<file path="config.mk">
export PLATFORM = sky130hd
export DESIGN_NAME = lyra2_batch_sched_flat
export DESIGN_NICKNAME = d
export VERILOG_FILES = /design/src/rtl/lyra2_pkg.sv /design/src/rtl/lyra2_batch_sched_if.sv /design/src/rtl/lyra2_batch_sched.sv /design/src/flat_wrapper.sv
export SDC_FILE = /design/constraint.sdc
export NUM_CORES = 1
export LEC_CHECK = 0
export BUFFER_PORTS_ARGS = -buffer_cell sky130_fd_sc_hd__buf_2
export CORE_AREA = 2 2 415 417
export DETAILED_ROUTE_END_ITERATION = 7
export DIE_AREA = 0 0 417 419
export PLACE_DENSITY_LB_ADDON = 0.3
export RECOVER_POWER = 50
export SLEW_MARGIN = 0
export SYNTH_ARGS = -nofsm -noshare
export SYNTH_HDL_FRONTEND = slang
export SYNTH_SLANG_ARGS = --single-unit
</file>
<file path="constraint.sdc">
create_clock -name clk -period 4 [get_ports clk]
set_input_delay 0.4 -clock clk [delete_from_list [all_inputs] [get_ports clk]]
set_output_delay 0.4 -clock clk [all_outputs]
set_load 0.05 [all_outputs]
</file>
<file path="src/rtl/lyra2_pkg.sv">
// rtl/lyra2_pkg.sv - shared Lyra2 constants, FIFO thresholds and scheduler state type
package lyra2_pkg;

    localparam int DATA_WIDTH     = 256;
    localparam int PIPELINE_DEPTH = 8;

    // Almost-empty / almost-full fire one full batch away from the limit.
    localparam int IN_ALMOST_EMPTY_THRESH = PIPELINE_DEPTH;
    localparam int OUT_ALMOST_FULL_THRESH = PIPELINE_DEPTH;

    typedef enum logic [1:0] {
        ST_IDLE = 2'd0,
        ST_LOAD = 2'd1,
        ST_WAIT = 2'd2
    } sched_state_e;

endpackage

</file>
<file path="src/rtl/lyra2_batch_sched_if.sv">
// rtl/lyra2_batch_sched_if.sv - FIFO, core and status signals of the batch scheduler
interface lyra2_batch_sched_if #(
    parameter int DATA_WIDTH = lyra2_pkg::DATA_WIDTH
);
    logic                  enable;
    logic [DATA_WIDTH-1:0] in_fifo_dout;
    logic                  in_fifo_almost_empty;
    logic                  in_fifo_rd_en;
    logic                  core_in_valid;
    logic                  core_in_start;
    logic [DATA_WIDTH-1:0] core_in_data;
    logic                  core_out_valid;
    logic [DATA_WIDTH-1:0] core_out_data;
    logic                  out_fifo_almost_full;
    logic                  out_fifo_full;
    logic                  out_fifo_wr_en;
    logic [DATA_WIDTH-1:0] out_fifo_din;
    logic                  busy;
    logic [31:0]           batch_count;
    logic                  err_overflow;
    logic                  err_protocol;

    // master: the surrounding FIFOs, core and register block
    modport master (
        output enable, in_fifo_dout, in_fifo_almost_empty, core_out_valid, core_out_data,
               out_fifo_almost_full, out_fifo_full,
        input  in_fifo_rd_en, core_in_valid, core_in_start, core_in_data, out_fifo_wr_en,
               out_fifo_din, busy, batch_count, err_overflow, err_protocol
    );

    // slave: the scheduler itself
    modport slave (
        input  enable, in_fifo_dout, in_fifo_almost_empty, core_out_valid, core_out_data,
               out_fifo_almost_full, out_fifo_full,
        output in_fifo_rd_en, core_in_valid, core_in_start, core_in_data, out_fifo_wr_en,
               out_fifo_din, busy, batch_count, err_overflow, err_protocol
    );

endinterface

</file>
<file path="src/rtl/lyra2_batch_sched.sv">
// rtl/lyra2_batch_sched.sv - issues full PIPELINE_DEPTH batches to the Lyra2 core and
// forwards the results to the output FIFO through one register stage
module lyra2_batch_sched
    import lyra2_pkg::*;
#(
    parameter int PIPELINE_DEPTH = lyra2_pkg::PIPELINE_DEPTH,
    parameter int DATA_WIDTH     = lyra2_pkg::DATA_WIDTH
) (
    input  logic               clk,
    input  logic               rst_n,
    lyra2_batch_sched_if.slave bus
);

    localparam int              CNT_W = $clog2(PIPELINE_DEPTH + 1);
    localparam logic [CNT_W-1:0] LAST = CNT_W'(PIPELINE_DEPTH - 1);

    sched_state_e          state_q;
    logic [CNT_W-1:0]      issue_cnt_q;
    logic [CNT_W-1:0]      result_cnt_q;
    logic                  rd_en_q;
    logic                  in_valid_q;
    logic                  in_start_q;
    logic                  wr_en_q;
    logic [DATA_WIDTH-1:0] din_q;
    logic                  busy_q;
    logic [31:0]           batch_cnt_q;
    logic                  err_ovf_q;
    logic                  err_proto_q;

    logic start_ok;
    logic result_hit;
    logic result_last;

    // Both FIFO thresholds must clear so the whole batch can be read and written without stalls.
    assign start_ok    = bus.enable && !bus.in_fifo_almost_empty && !bus.out_fifo_almost_full;
    assign result_hit  = bus.core_out_valid && (state_q != ST_IDLE);
    assign result_last = result_hit && (result_cnt_q == LAST);

    always_ff @(posedge clk) begin
        if (!rst_n) begin
            state_q      <= ST_IDLE;
            issue_cnt_q  <= '0;
            result_cnt_q <= '0;
            rd_en_q      <= 1'b0;
            in_valid_q   <= 1'b0;
            in_start_q   <= 1'b0;
            wr_en_q      <= 1'b0;
            din_q        <= '0;
            busy_q       <= 1'b0;
            batch_cnt_q  <= '0;
            err_ovf_q    <= 1'b0;
            err_proto_q  <= 1'b0;
        end else begin
            // FIFO read data lands one cycle after rd_en, so valid/start trail the strobe.
            in_valid_q <= rd_en_q;
            in_start_q <= (state_q == ST_LOAD) && (issue_cnt_q == '0);

            wr_en_q <= result_hit;
            if (result_hit) begin
                din_q <= bus.core_out_data;
            end
            if (bus.core_out_valid && (state_q == ST_IDLE)) begin
                err_proto_q <= 1'b1;
            end
            if (wr_en_q && bus.out_fifo_full) begin
                err_ovf_q <= 1'b1;
            end

            if (result_last) begin
                result_cnt_q <= '0;
                batch_cnt_q  <= batch_cnt_q + 32'd1;
            end else if (result_hit) begin
                result_cnt_q <= result_cnt_q + CNT_W'(1);
            end

            case (state_q)
                ST_IDLE: begin
                    if (start_ok) begin
                        state_q     <= ST_LOAD;
                        rd_en_q     <= 1'b1;
                        busy_q      <= 1'b1;
                        issue_cnt_q <= '0;
                    end
                end
                ST_LOAD: begin
                    if (issue_cnt_q == LAST) begin
                        state_q     <= ST_WAIT;
                        rd_en_q     <= 1'b0;
                        issue_cnt_q <= '0;
                    end else begin
                        issue_cnt_q <= issue_cnt_q + CNT_W'(1);
                    end
                end
                ST_WAIT: begin
                    if (result_last) begin
                        state_q <= ST_IDLE;
                        busy_q  <= 1'b0;
                    end
                end
                default: begin
                    state_q <= ST_IDLE;
                    rd_en_q <= 1'b0;
                    busy_q  <= 1'b0;
                end
            endcase
        end
    end

    assign bus.in_fifo_rd_en  = rd_en_q;
    assign bus.core_in_valid  = in_valid_q;
    assign bus.core_in_start  = in_start_q;
    assign bus.core_in_data   = in_valid_q ? bus.in_fifo_dout : '0;
    assign bus.out_fifo_wr_en = wr_en_q;
    assign bus.out_fifo_din   = din_q;
    assign bus.busy           = busy_q;
    assign bus.batch_count    = batch_cnt_q;
    assign bus.err_overflow   = err_ovf_q;
    assign bus.err_protocol   = err_proto_q;

endmodule

</file>
<file path="src/flat_wrapper.sv">
// flat-port wrapper written by rule: the top's interface ports become plain ports
module lyra2_batch_sched_flat import lyra2_pkg::*;
#(
    parameter int PIPELINE_DEPTH = lyra2_pkg::PIPELINE_DEPTH,
    parameter int DATA_WIDTH     = lyra2_pkg::DATA_WIDTH
)
  (clk, rst_n, bus_enable, bus_in_fifo_dout, bus_in_fifo_almost_empty, bus_core_out_valid, bus_core_out_data, bus_out_fifo_almost_full, bus_out_fifo_full, bus_in_fifo_rd_en, bus_core_in_valid, bus_core_in_start, bus_core_in_data, bus_out_fifo_wr_en, bus_out_fifo_din, bus_busy, bus_batch_count, bus_err_overflow, bus_err_protocol);
  lyra2_batch_sched_if #(.DATA_WIDTH(DATA_WIDTH)) bus_i ();
  input  logic clk;
  input  logic rst_n;
  input wire logic [$bits(bus_i.enable)-1:0] bus_enable;
  input wire logic [$bits(bus_i.in_fifo_dout)-1:0] bus_in_fifo_dout;
  input wire logic [$bits(bus_i.in_fifo_almost_empty)-1:0] bus_in_fifo_almost_empty;
  input wire logic [$bits(bus_i.core_out_valid)-1:0] bus_core_out_valid;
  input wire logic [$bits(bus_i.core_out_data)-1:0] bus_core_out_data;
  input wire logic [$bits(bus_i.out_fifo_almost_full)-1:0] bus_out_fifo_almost_full;
  input wire logic [$bits(bus_i.out_fifo_full)-1:0] bus_out_fifo_full;
  output wire logic [$bits(bus_i.in_fifo_rd_en)-1:0] bus_in_fifo_rd_en;
  output wire logic [$bits(bus_i.core_in_valid)-1:0] bus_core_in_valid;
  output wire logic [$bits(bus_i.core_in_start)-1:0] bus_core_in_start;
  output wire logic [$bits(bus_i.core_in_data)-1:0] bus_core_in_data;
  output wire logic [$bits(bus_i.out_fifo_wr_en)-1:0] bus_out_fifo_wr_en;
  output wire logic [$bits(bus_i.out_fifo_din)-1:0] bus_out_fifo_din;
  output wire logic [$bits(bus_i.busy)-1:0] bus_busy;
  output wire logic [$bits(bus_i.batch_count)-1:0] bus_batch_count;
  output wire logic [$bits(bus_i.err_overflow)-1:0] bus_err_overflow;
  output wire logic [$bits(bus_i.err_protocol)-1:0] bus_err_protocol;
  assign bus_i.enable = bus_enable;
  assign bus_i.in_fifo_dout = bus_in_fifo_dout;
  assign bus_i.in_fifo_almost_empty = bus_in_fifo_almost_empty;
  assign bus_i.core_out_valid = bus_core_out_valid;
  assign bus_i.core_out_data = bus_core_out_data;
  assign bus_i.out_fifo_almost_full = bus_out_fifo_almost_full;
  assign bus_i.out_fifo_full = bus_out_fifo_full;
  assign bus_in_fifo_rd_en = bus_i.in_fifo_rd_en;
  assign bus_core_in_valid = bus_i.core_in_valid;
  assign bus_core_in_start = bus_i.core_in_start;
  assign bus_core_in_data = bus_i.core_in_data;
  assign bus_out_fifo_wr_en = bus_i.out_fifo_wr_en;
  assign bus_out_fifo_din = bus_i.out_fifo_din;
  assign bus_busy = bus_i.busy;
  assign bus_batch_count = bus_i.batch_count;
  assign bus_err_overflow = bus_i.err_overflow;
  assign bus_err_protocol = bus_i.err_protocol;
  lyra2_batch_sched #(.PIPELINE_DEPTH(PIPELINE_DEPTH), .DATA_WIDTH(DATA_WIDTH)) u_core (.clk(clk), .rst_n(rst_n), .bus(bus_i));
endmodule
</file>
### Yosys cells after proc, flatten, opt, wreduce, memory -nomap -nowiden

Cells that the tools add are included.

* flip-flop bits (word level): 305
* output and inout bits: 551
* word-level logic and storage cells: 56

* add/sub/neg operators: 3
* equal/unequal tests: 7
* bitwise logic cells: 3
* mux-type cells: 13
* reductions and logical operators: 18

Operators with widths (number)
* $mux W256: 1
* $add A32 B1 Y32 const B: 1
* $reduce_and A3 Y1: 3
* $add A4 B1 Y4 const B: 2
* $eq A4 B3 Y1 const B: 2
* $mux W4: 2
* $pmux W4 S2: 1
* $logic_and A1 B1 Y1: 7
* $mux W2: 3
* $pmux W1 S3: 2
* $pmux W2 S3: 1
* $logic_not A4 Y1: 1
* $ne A2 B1 Y1 const B: 2
* $reduce_bool A2 Y1: 2
* $mux W1: 3
* $not A1 Y1: 3
* $eq A2 B1 Y1 const B: 1
* $eq A2 B2 Y1 const B: 1
* $logic_not A1 Y1: 2
* $logic_not A2 Y1: 1
* $ne A2 B2 Y1 const B: 1
* $reduce_and A2 Y1: 1
* $reduce_or A2 Y1: 1

### Depth between registers and ports, before layout

* depth after elaboration: 5
* gate-level depth with buffers: 7
* mapped depth without buffers: 5

### Worst setup path before layout

OpenSTA, ideal clock, no wires.

* kind: reg2reg
* from: reg u_core.batch_cnt_q[0], in the netlist u_core.bus.batch_count[0]
* to: reg u_core.batch_cnt_q[28], in the netlist u_core.bus.batch_count[28]
* period minus slack after synthesis: 2031 ps
* data arrival time: 1959 ps
* path buffers: 2
* setup time: 72 ps
* slack: 1969 ps
* stages on the path, launching flop included: 8
* cell sequence: dfxtp_1 -> ha_1 -> and3b_1 -> buf_2 -> nand3_1 -> buf_2 -> nor4_1 -> mux2i_1

* cells in the longest elaborated chain, start to end: 1

RTL lines
* start: declaration: RTL line lyra2_batch_sched.sv:26 `logic [31:0] batch_cnt_q;`
* start signal: assignment: RTL line lyra2_batch_sched.sv:71 `batch_cnt_q <= batch_cnt_q + 32'd1;`
* $add A32 B1 Y32: RTL line lyra2_batch_sched.sv:71

No other way between the ends.
A chain may end at the register's enable or synchronous reset.

### Worst setup path in the final report

* from: reg u_core.state_q[0]
* to: reg u_core.din_q[116], in the netlist u_core.bus.out_fifo_din[116]

* cells in the longest elaborated chain, start to end: 2

RTL lines
* start: declaration: RTL line lyra2_batch_sched.sv:17 `sched_state_e state_q;`
* start signal: assignment: RTL line lyra2_batch_sched.sv:41 `state_q <= ST_IDLE;`
* start signal: assignment: RTL line lyra2_batch_sched.sv:79 `state_q <= ST_LOAD;`
* start signal: assignment: RTL line lyra2_batch_sched.sv:87 `state_q <= ST_WAIT;`
* $reduce_bool A2 Y1: RTL line lyra2_batch_sched.sv:36 `assign result_hit = bus.core_out_valid && (state_q != ST_IDLE);`
* $logic_and A1 B1 Y1: RTL line lyra2_batch_sched.sv:36
* end signal: assignment: RTL line lyra2_batch_sched.sv:60 `din_q <= bus.core_out_data;`
* end: declaration: RTL line lyra2_batch_sched.sv:24 `logic [DATA_WIDTH-1:0] din_q;`

No other way between the ends.

==> results.json <==
{
  "status": "finished with violations",
  "failed_checks": "slew limit",
  "die_h_um": 419,
  "ff2ff_setup_slack_ps": 810,
  "final.setup.worst_slack_ps": 808,
  "drtIter0Drc": 1087,
  "synthTopCellsByArea": "dfxtp_1 (48%), nand2_1 (16%), and2_1 (13%)",
  "dpl.hpwl_um": 117000,
  "initial_core_util_pct": 7.49,
  "dieArea_um2": 175000,
  "synth_cell_type_count": 42,
  "num_vias": 17049,
  "setup_viol": 0,
  "power_density_nw_per_um2": 364,
  "cts_max_level": 2,
  "required_ps": 4530,
  "detail-route-antenna-nets": 0,
  "path_class": "reg2reg",
  "drive_gt1_share_pct": 30.1,
  "place_ws_ps": 1570,
  "fmax_mhz": 313,
  "min_period_ps": 3190,
  "grtUsageTotal_pct": 14.5,
  "hold_class": "in2reg",
  "cp_max_fo": 106,
  "portBuffers": 1069,
  "grt_pass1_wl_um": 166000,
  "grt-ovfl-total": 0,
  "drt-total-wl_um": 134000,
  "synthArstFlopShare_pct": 0,
  "period_share_pct": 79.8,
  "fin_nets": 3379,
  "irDropWorstVdd_mv": 0.268,
  "antenna_found_initial": 162,
  "hold_viol": 0,
  "drt_first_pass_iters": 5,
  "yosysWarnings": 0,
  "coreArea_um2": 171000,
  "cts.sink_count": 305,
  "end_kind": "register",
  "area_delta_synth_final_pct": 86.3,
  "p_leak_nw": 9.58,
  "post-synth-top-area-cell": "dfxtp_1",
  "worst_slew_pin_slew_ps": 1520,
  "io_pins": 1070,
  "maxCapViolCount": 0,
  "synth-seq-cells": 305,
  "yosys.area.top_type_share_pct": 47.8,
  "drc": 0,
  "crit_arrival_ps": 3720,
  "clk-insertion-delay-late_ps": 600,
  "syn_area_um2": 12800,
  "syn_nets": 2189,
  "cp-start-kind": "register",
  "layout_common_cells": "buf_2 (775), nand2_1 (534), dfxtp_1 (304), clkbuf_1 (301), a21oi_1 (278)",
  "place.gp.congestion": 0.967,
  "clock_skew_ps": 31.8,
  "std_cell_rows": 152,
  "netlist_instances": 1666,
  "grt_max_degree": 133,
  "slew_headroom_pct": -1.64,
  "die_w_um": 417,
  "synth_edf_count": 0,
  "yosysSeqAreaShare_pct": 47.8,
  "layout_commonest_cell": "buf_2",
  "root_buffer": "clkbuf_16",
  "grt_pass1_vias": 15804,
  "numCtsBuffers": 42,
  "clk_pin_slew_ps": 60,
  "ys.flop_type": "dfxtp_1",
  "drv_slew": 36,
  "finalSetupTns_ps": 0,
  "rsz0062_at_grt": "no",
  "clock_path_buffers": 3,
  "via_per_inst": 3.27,
  "wl_per_cell_um": 25.7,
  "cts_tree": "built",
  "avgSynthCellArea_um2": 7.67
}
flip-flops by register name (all words and copies together), names as in the netlist:
register / count
u_core.bus.out_fifo_din: 256
u_core.bus.batch_count: 32
u_core.issue_cnt_q: 4
u_core.result_cnt_q: 4
u_core.state_q: 2
u_core.bus.busy: 1
u_core.bus.core_in_start: 1
u_core.bus.core_in_valid: 1
u_core.bus.err_overflow: 1
u_core.bus.err_protocol: 1
u_core.bus.in_fifo_rd_en: 1
u_core.bus.out_fifo_wr_en: 1
synth_stat cells, types with 8 or more instances:
library cell and instances:
nand3_1 9, nand4_1 15, and2_1 260, dfxtp_1 305
clkbuf_1 75, buf_2 50, nor2_1 21, nand2b_1 10
nand2_1 534, inv_1 8, o31ai_1 11, or4_1 11
nor4_1 11, mux2i_1 9, a21oi_1 278
per-stage QoR:
step           utilization, %  instances  power [mW]  area [um2]  hold WS, ps
2_1_floorplan               -       1666        3.92       12800          428
3_3_place_gp             12.1       4857        4.51       20600          440
3_5_place_dp             12.1       4857        4.51       20600          443
4_1_cts                  14.0       5122        8.88       24000       0.0894
5_1_grt                  13.9       5198        9.01       23800         28.8
6_report                 14.0       5213        8.66       23800         68.3
critical path: stages, from the launching register on:
cell      delay, ps
dfxtp_1         620
o21a_4          190
clkbuf_4       1050
buf_4           720
nand2_1         160
a21oi_1         140
final timing paths:
| kind | startpoint | to | depth (start not counted) |
|---|---|---|---|
| worst max-delay path | u_core.state_q[0]$_SDFFE_PN0P_ | u_core.bus.out_fifo_din[116]$_SDFFE_PN0P_ | 5 |
| worst min-delay path | bus_core_out_data[96] | u_core.bus.out_fifo_din[96]$_SDFFE_PN0P_ | 3 |
| worst max register to register | u_core.state_q[0]$_SDFFE_PN0P_ | u_core.bus.out_fifo_din[116]$_SDFFE_PN0P_ | 5 |
| worst min register to register | u_core.bus.out_fifo_din[250]$_SDFFE_PN0P_ | u_core.bus.out_fifo_din[250]$_SDFFE_PN0P_ | 2 |
where the power goes:
part | switching (mW) | internal (mW)
Clock | 1.62 | 2.46
Sequential | 0.0505 | 3.10
Combinational | 0.966 | 0.462
Total | 2.63 | 6.02
timing repair:
action                     in CTS  in global routing
setup endpoints to repair       0                  0
resized for setup               0                  0
hold endpoints to repair      188                  0
hold buffers                  188                  0
setup buffers                   0                  0
routing by layer:
metal  GRT usage [%]  routed length, um
met1            13.2              41600
met2            29.7              76400
met3            3.55               7970
met4            6.87               7990
met5               0                 49
logic make-up after synthesis:
| logic type | Yosys count | synth area share [%] |
|---|---|---|
| AND/OR/NAND/NOR | 893 | 33.2 |
| AO/OA/AOI/OAI | 306 | 12.4 |
| flip-flops | 305 | 47.8 |
| buffers and inverters | 137 | 4.63 |
| XOR/XNOR | 11 | 0.754 |
| multiplexers | 10 | 0.793 |
| adder cells (fa/ha/maj) | 4 | 0.392 |
final cells by class:
cell class / instances / area (um2)
fill: 19865 / 147000
timing repair buffer: 1275 / 7040
sequential: 305 / 6110
multi-input combinational: 1224 / 6100
tap: 2233 / 2790
clock buffer: 61 / 1250
clock inverter: 16 / 241
antenna: 91 / 228
inverter: 8 / 37.5
(Power assumes the default switching activity.)
